## src/rtl/poly_beeper.sv

```systemverilog
// Polyphonic square-wave beeper: per-channel tone counters with glitch-free
// period updates, mixed to one output bit by a first-order sigma-delta stage.
module poly_beeper #(
  parameter int WIDTH    = 16,
  parameter int CHANNELS = 4
) (
  input  logic                             clk_in,
  input  logic                             rst_n_in,
  input  logic                             mode,
  input  logic [CHANNELS*WIDTH-1:0]        manual_cycle,
  input  logic [CHANNELS*WIDTH-1:0]        auto_cycle,
  input  logic [CHANNELS-1:0]              chan_en,
  output logic                             beeper,
  output logic [CHANNELS-1:0]              ch_level,
  output logic [$clog2(CHANNELS+1)-1:0]    active_cnt
);

  localparam int SW = $clog2(CHANNELS + 1);
  localparam int AW = $clog2(2 * CHANNELS);

  logic                             mode_q;
  logic [CHANNELS-1:0][WIDTH-1:0]   cur_p_q, cur_p_d;
  logic [CHANNELS-1:0][WIDTH-1:0]   cnt_q, cnt_d;
  logic [CHANNELS-1:0][WIDTH-1:0]   sel_p;
  logic [AW-1:0]                    acc_q, acc_d;
  logic                             beeper_q, beeper_d;
  logic [SW-1:0]                    active_q, active_d;
  logic [CHANNELS-1:0]              level;
  logic [SW-1:0]                    sum;
  logic [AW:0]                      t;
  logic                             mode_change;

  assign mode_change = (mode != mode_q);

  always_comb begin
    sel_p = '0;
    for (int k = 0; k < CHANNELS; k++) begin
      sel_p[k] = mode ? auto_cycle[k*WIDTH +: WIDTH] : manual_cycle[k*WIDTH +: WIDTH];
    end
  end

  // New periods are only accepted while idle or on the wrap edge, so a tone
  // never gets a truncated or stretched cycle.
  always_comb begin
    cur_p_d  = cur_p_q;
    cnt_d    = cnt_q;
    level    = '0;
    sum      = '0;
    active_d = '0;
    for (int k = 0; k < CHANNELS; k++) begin
      level[k] = (cur_p_q[k] != '0) && (cnt_q[k] < (cur_p_q[k] >> 1));
      sum      = sum + SW'(level[k]);
      active_d = active_d + SW'(cur_p_q[k] != '0);
      if (mode_change || !chan_en[k]) begin
        cnt_d[k]   = '0;
        cur_p_d[k] = '0;
      end else if (cur_p_q[k] == '0) begin
        cnt_d[k]   = '0;
        cur_p_d[k] = sel_p[k];
      end else if (cnt_q[k] == cur_p_q[k] - WIDTH'(1)) begin
        cnt_d[k]   = '0;
        cur_p_d[k] = sel_p[k];
      end else begin
        cnt_d[k]   = cnt_q[k] + WIDTH'(1);
      end
    end
  end

  // acc stays below CHANNELS, so acc + sum never exceeds 2*CHANNELS-1.
  always_comb begin
    t = {1'b0, acc_q} + (AW+1)'(sum);
    if (t >= (AW+1)'(CHANNELS)) begin
      beeper_d = 1'b1;
      acc_d    = AW'(t - (AW+1)'(CHANNELS));
    end else begin
      beeper_d = 1'b0;
      acc_d    = AW'(t);
    end
    if (mode_change) begin
      acc_d = '0;
    end
  end

  always_ff @(posedge clk_in) begin
    if (!rst_n_in) begin
      mode_q   <= mode;
      cur_p_q  <= '0;
      cnt_q    <= '0;
      acc_q    <= '0;
      beeper_q <= 1'b0;
      active_q <= '0;
    end else begin
      mode_q   <= mode;
      cur_p_q  <= cur_p_d;
      cnt_q    <= cnt_d;
      acc_q    <= acc_d;
      beeper_q <= beeper_d;
      active_q <= active_d;
    end
  end

  assign beeper     = beeper_q;
  assign ch_level   = level;
  assign active_cnt = active_q;

endmodule
```

## config.mk

```make
export PLATFORM = sky130hd
export DESIGN_NAME = poly_beeper
export DESIGN_NICKNAME = d
export VERILOG_FILES = /design/src/rtl/poly_beeper.sv
export SDC_FILE = /design/constraint.sdc
export NUM_CORES = 1
export LEC_CHECK = 0
export ABC_AREA = 0
export CORE_UTILIZATION = 48
export DETAILED_ROUTE_END_ITERATION = 12
export GPL_ROUTABILITY_DRIVEN = 0
export GPL_TIMING_DRIVEN = 1
export HOLD_SLACK_MARGIN = 0.08
export PLACE_DENSITY_LB_ADDON = 0.3
export REMOVE_ABC_BUFFERS = 1
export SKIP_LAST_GASP = 1
export SYNTH_ARGS = -nofsm -noshare
export SYNTH_HDL_FRONTEND = slang
export SYNTH_SLANG_ARGS = --single-unit
```

## constraint.sdc

```tcl
create_clock -name clk_in -period 5.1 [get_ports clk_in]
set_input_delay 0.765 -clock clk_in [delete_from_list [all_inputs] [get_ports clk_in]]
set_output_delay 0.765 -clock clk_in [all_outputs]
set_load 0.03 [all_outputs]
```

==> metrics.md, run 1 <==
| Metric | Value |
|---|---|
| Status | `finished, final reports clean` |
| Class of the worst hold path | `flop to flop` |
| Metal3 WL | `roughly 1000 µm` |
| Pwr Density | `474.2 nW/µm²` |
| Post-synthesis xor/xnor area fraction | `approximately an eighth` |
| WL met1 | `11350 µm` |
| Die area | `20780 µm²` |
| Wire per inst | `about 16 µm` |
| Final instance area | `about 12000 µm²` |
| Resized Gates After CTS | `0` |
| CP required | `between 4 and 5 ns` |
| Critical Path, Cell by Cell | `inv_1 -> ha_1 -> nor3b_1 -> nand2_1 -> or4_1 -> inv_1 -> a2111oi_0 -> o21a_1 -> o21a_1 -> clkdlybuf4s50_1` |
| Die X | `144.2 µm` |
| Share of the synthesized area in the top cell type | `28.07%` |
| Routed wire length | `23870 µm` |
| CTS tree | `yes` |
| Clock H-tree levels | `4` |
| Synthesized cell area | `9699 µm²` |
| Max Slew Vio Count | `0` |
| Post-synthesis register bit count | `136` |
| Synthesized netlist cell count | `about 1100` |
| Synth area leaders | `dfxtp_1 (28%), ha_1 (8.6%), xnor2_1 (6.4%)` |
| Worst-margin pin slew | `around 1.1 ns` |
| CP Launch Type | `flop` |
| Vias | `8502` |
| Post-synthesis sequential area ratio | `approximately 28%` |
| Detailed Routing Iterations Pass 1 | `5` |
| First-pass GRT wire length | `39270 µm` |
| Crit Path Category | `flop to output port` |
| Clk_skew | `~0.0075 ns` |
| Hold violation count in the final report | `0` |
| Post-synth EDFFs | `0` |
| Via/cell ratio | `5.553` |
| Final Setup Violations | `0` |
| Maximum vdd drop | `0.0004746 V` |
| Asr flop ratio synth | `0%` |
| Total gr overflow | `0` |
| Maximum buffer depth of the clock tree | `2` |
| CP max stage delay | `0.80 ns` |
| DR DRC count | `0` |
| Yosys cell types | `just under 70` |
| Nets@finish | `around 1500` |
| Clock latency at the later pin of the worst-skew pair | `0.43 ns` |
| CTS Hold Bufs | `0` |
| Die height | `roughly 140 µm` |
| Fmax | `0.2288 GHz` |
| Final Cycle Share | `between 80% and 90%` |
| Vias in the first global route | `just over 8000` |
| Cell Area, Placed | `11230 µm²` |
| Hpwl dp | `17850 µm` |
| Simple-gate portion of the synthesized area | `21.43%` |
| Leak Pwr | `4.589 nW` |
| Antenna Cells | `0` |
| CTS sink count | `136` |
| Adder-cell share of the synthesized area | `9.469%` |
| Number of max-cap violations | `0` |
| Post-synthesis compound-gate area fraction | `14.18%` |
| Largest family of logic cells by synthesized area | `simple AND/OR/NAND/NOR gates` |
| Postcts setup bufs | `0` |
| # fillers | `1797` |
| RSZ-0062 raised after global routing | `false` |
| Yosys Warn Count | `0` |
| Synth Flop Type | `dfxtp_1` |
| Tmin final | `4.371 ns` |
| Largest net degree at the start of global routing | `66` |
| Final setup TNS | `0 ns` |
| Layout cells sized above 1 | `8.768%` |
| Io pins | `143` |
| Root buf cell | `clkbuf_16` |
| Post-route ant nets | `0` |
| Worst Path Arrival | `3.61 ns` |
| Total GRT Usage | `23.83%` |
| Initial antenna violation count | `0` |
| Leading area contributor after synthesis | `dfxtp_1` |
| Row count | `~50` |
| Crit path max fanout | `16` |
| Avg Inst Size Synth | `around 8.5 µm²` |
| CORE AREA | `between 15000 and 20000 µm²` |
| Crit-path slowest cell | `or4_1` |
| DR iter-0 viols | `about 380` |
| Worst-path clk slew | `0.06 ns` |
| Starting Density | `49.35%` |
| Mux cell area share after synthesis | `9.159%` |
| Worst slew margin | `between 20% and 30%` |
| Number of port buffers | `142` |
| Area added between synthesis and finish | `21.93%` |
| Top layer in use | `met4` |
| Cts bufs inserted | `17` |
| Critical path endpoint category | `output port` |
| Met2 wire length | `between 10000 and 15000 µm` |
==> final cells by class <==
type / count / area, µm² / share of cell area, %
clock buffer: 21 / 480.5 / 4.063
sequential: 136 / 2723 / 23.02
clock inverter: 10 / 118.9 / 1.005
multi-input combinational: 872 / 6416 / 54.25
timing repair buffer: 147 / 1456 / 12.31
inverter: 80 / 300.3 / 2.539
tap: 265 / 331.6 / 2.804
==> per-stage QoR <==
stage / cells / setup slack (ns) / power, mW / hold WS (ns) / utilization (%)
final: 1531 / 0.7289 / 5.608 / 0.4899 / 60.17
after global routing: 1531 / 0.5150 / 6.047 / 0.5011 / 60.17
after CTS: 1531 / 0.7482 / 5.630 / 0.4728 / 60.17
after detailed placement: 1500 / 1.092 / 4.336 / 0.4616 / 57.12
after global placement: 1500 / 1.187 / 4.277 / 0.4442 / 57.12
after floorplan: 1088 / 1.206 / 3.569 / 0.4219 / -
==> worst max-delay path, delay by kind of cell, from the launching register on <==
family / cells / cell delay [ns]
buffers and inverters: 3 / 0.85
AOI/OAI and AO/OA: 3 / 0.35
DFF: 1 / 0.36
and+or+nand+nor: 3 / 1.44
adders and majority gates: 1 / 0.17
==> layer usage <==
metal / vias to the layer above / global-route usage [%]
met4: 0 / 6.814
met2: 185 / 40.88
met3: 34 / 3.874
met1: 3976 / 30.64
li1: 4307 / -
met5: - / 0
==> synth_stat cells (5+ instances only) <==
| library cell | instances |
|---|---|
| a2111oi_0 | 8 |
| a211oi_1 | 6 |
| a211oi_2 | 15 |
| a21o_1 | 25 |
| a21oi_1 | 40 |
| a31oi_1 | 7 |
| and2_1 | 8 |
| and3_1 | 25 |
| and4_1 | 5 |
| buf_2 | 7 |
| buf_4 | 5 |
| clkbuf_1 | 33 |
| dfxtp_1 | 136 |
| ha_1 | 67 |
| inv_1 | 80 |
| mux2_2 | 38 |
| mux2i_1 | 46 |
| nand2_1 | 71 |
| nand2b_1 | 14 |
| nand3_1 | 45 |
| nand4_1 | 21 |
| nor2_1 | 62 |
| nor2_2 | 9 |
| nor3_1 | 54 |
| nor4_1 | 18 |
| nor4b_1 | 7 |
| o21a_1 | 8 |
| o21ai_0 | 41 |
| o22ai_1 | 15 |
| or2_2 | 5 |
| or3_1 | 15 |
| or4_1 | 8 |
| xnor2_1 | 71 |
| xor2_1 | 61 |
==> layout by cell type (no fill, tap or decap), types with 45 or more instances in the layout <==
cell type and instances:
inv_1 80, xnor2_1 71, mux2i_1 46, nand2_1 71, dfxtp_1 136, xor2_1 61
clkdlybuf4s50_1 141, nand3_1 45, nor2_1 62, nor3_1 54, ha_1 67
==> flip-flops by register name (all words and copies together) (netlist names) <==
register / count
cnt_q: 64
active_cnt: 3
beeper: 1
acc_q: 3
mode_q: 1
cur_p_q: 64
==> power breakdown <==
group / switching [mW] / total [mW] / leakage, nW / internal (mW)
registers: 0.159 / 1.33 / 1.10 / 1.17
clock network: 0.474 / 1.24 / 0.288 / 0.769
logic: 1.79 / 3.04 / 3.20 / 1.24
total: 2.43 / 5.61 / 4.59 / 3.18
==> logic make-up after synthesis <==
family	Yosys count
simple gates	390
compound gates	195
flops	136
buf+inv	133
xor+xnor	132
mux	84
fa+ha+maj	71
==> final timing paths <==
path,start,endpoint,slack [ns],cells past startpoint
hold / removal,acc_q[2]$_SDFF_PP0_,beeper$_SDFF_PN0_,0.49,1
setup reg to reg,cur_p_q[16]$_SDFFE_PP0P_,beeper$_SDFF_PN0_,1.04,17
setup / recovery,cur_p_q[16]$_SDFFE_PP0P_,ch_level[1],0.73,10
hold reg to reg,acc_q[2]$_SDFF_PP0_,beeper$_SDFF_PN0_,0.49,1
Power figures use the tool's default switching activity.
==> run 2: changes to the inputs <==
Clock period 5.1 ns to 4.8 ns, I/O delays scaled along.
==> metrics.md, run 2 (synthesis results as in run 1) <==
| Metric | Value |
|---|---|
| Crit Path Category | `flop to output port` |
| Number of port buffers | `142` |
| CTS sink count | `136` |
| CP Launch Type | `flop` |
| Commonest cells after routing, fill and taps aside | `clkdlybuf4s50_1 (141), dfxtp_1 (136), inv_1 (80), nand2_1 (71), xnor2_1 (71)` |
| Hold violation count in the final report | `0` |
| Detailed Routing Iterations Pass 1 | `5` |
| Tmin final | `4.312 ns` |
| Via/cell ratio | `5.594` |
| Final Setup Violations | `0` |
| Clock H-tree levels | `4` |
| Initial antenna violation count | `0` |
| Layout Cells excl Fill | `1534` |
| Dpl ws | `0.8488 ns` |
| CP required | `4.08 ns` |
| Routed wire length | `23820 µm` |
| Die height | `144.2 µm` |
| Die X | `144.2 µm` |
| Status | `finished, final reports clean` |
| Biggest regs | `cnt_q (64), cur_p_q (64)` |
| Worst slew margin | `between 20% and 30%` |
| Nets@finish | `1462` |
| CTS tree | `yes` |
| Crit path max fanout | `18` |
| Worst-margin pin slew | `1.172 ns` |
| Vias in the first global route | `8088` |
| Post-layout util | `60.41%` |
| Max Slew Vio Count | `0` |
| Number of max-cap violations | `0` |
| Reg2reg end | `beeper$_SDFF_PN0_` |
| Total GRT Usage | `a little under a quarter` |
| Final WS setup | `0.4883 ns` |
| Postcts setup bufs | `0` |
| Worst-path clk slew | `0.06 ns` |
| Worst Path Arrival | `3.59 ns` |
| Largest net degree at the start of global routing | `66` |
| Layout cells sized above 1 | `8.905%` |
| Maximum buffer depth of the clock tree | `2` |
| Class of the worst hold path | `flop to flop` |
| CTS Hold Bufs | `0` |
| Clock latency at the later pin of the worst-skew pair | `between 0.4 and 0.5 ns` |
| Area added between synthesis and finish | `22.41%` |
| Resized Gates After CTS | `0` |
| Final instance area | `roughly 12000 µm²` |
| Row count | `51` |
| Final Cycle Share | `89.83%` |
| Hpwl dp | `17430 µm` |
| Cell Area, Placed | `~11000 µm²` |
| R2R Path Start | `cur_p_q[16]$_SDFFE_PP0P_` |
| Post-route ant nets | `0` |
| Io pins | `143` |
| CORE AREA | `19650 µm²` |
| Commonest non-fill, non-tap cell in the layout | `clkdlybuf4s50_1` |
| Clk_skew | `0.008762 ns` |
| Root buf cell | `clkbuf_16` |
| CP startpoint | `cur_p_q[16]$_SDFFE_PP0P_` |
| Leak Pwr | `4.621 nW` |
| Maximum vdd drop | `0.0006993 V` |
| Fmax | `0.2319 GHz` |
| Vias | `8581` |
| Starting Density | `49.35%` |
| Reg2Reg Setup Slack | `~0.71 ns` |
| Total gr overflow | `0` |
| Cts bufs inserted | `17` |
| DR DRC count | `0` |
| RSZ-0062 raised after global routing | `false` |
| Critical path endpoint | `ch_level[1]` |
| DR iter-0 viols | `455` |
| Critical path endpoint category | `output port` |
| Antenna Cells | `0` |
| First-pass GRT wire length | `39100 µm` |
| Cells after DPL | `1502` |
| # fillers | `1751` |
| R2R cell count | `18` |
| Pwr Density | `512.5 nW/µm²` |
| Die area | `20780 µm²` |
| Wire per inst | `15.53 µm` |
| Final setup TNS | `0 ns` |
-- run 2: changes by cell type in the layout (fill, tap and decap cells not counted), sizes merged --
cell	previous run	this run
clkinv	4	7
clkbuf	21	20
clkinvlp	3	1
buf	6	8
inv	81	80
bufinv	2	4
-- run 2: per-layer routing --
metal	global-route usage [%]	routed length [µm]	vias to the layer above
met4	8.033	479	0
met5	0	0	-
met3	4.437	1006	40
li1	-	-	4310
met1	31.21	11400	4023
met2	38.72	10940	208
-- run 2: layout make-up --
type | count | area (µm²) | area share (%)
tap | 265 | 331.6 | 2.793
sequential | 136 | 2723 | 22.93
inverter | 80 | 300.3 | 2.529
clock buffer | 20 | 456.7 | 3.847
multi-input combinational | 872 | 6416 | 54.04
clock inverter | 12 | 173.9 | 1.465
timing repair buffer | 149 | 1471 | 12.39
-- run 2: where the power goes --
group	internal, mW	switching [mW]	total (mW)
sequential	1.24	0.168	1.41
combinational	1.34	1.93	3.27
clock	0.895	0.508	1.40
total	3.48	2.60	6.08
-- run 2: worst min path at each step --
stage / from / to / cells past startpoint
2_1_floorplan: acc_q[2]$_SDFF_PP0_ / beeper$_SDFF_PN0_ / 1
3_3_place_gp: acc_q[2]$_SDFF_PP0_ / beeper$_SDFF_PN0_ / 1
3_5_place_dp: acc_q[2]$_SDFF_PP0_ / beeper$_SDFF_PN0_ / 1
4_1_cts: acc_q[2]$_SDFF_PP0_ / beeper$_SDFF_PN0_ / 1
5_1_grt: acc_q[2]$_SDFF_PP0_ / beeper$_SDFF_PN0_ / 1
6_report: acc_q[2]$_SDFF_PP0_ / beeper$_SDFF_PN0_ / 1
-- run 2: worst max-delay path, stage by stage, from the launching register on --
cell and delay (ns):
dfxtp_1 0.36, inv_1 0.08, ha_1 0.18, nor3b_1 0.52, nand2_1 0.24, or4_1 0.54, inv_1 0.07, buf_4 0.21
a2111oi_0 0.09, o21a_1 0.12, o21a_1 0.13, clkdlybuf4s50_1 0.61
-- run 2: through the flow --
stage	power [mW]	hold WS (ns)
finish	6.084	0.4674
global route	6.549	0.4983
CTS	6.097	0.4683
detailed placement	4.638	0.4600
global placement	4.581	0.4436
floorplan	3.792	0.4219
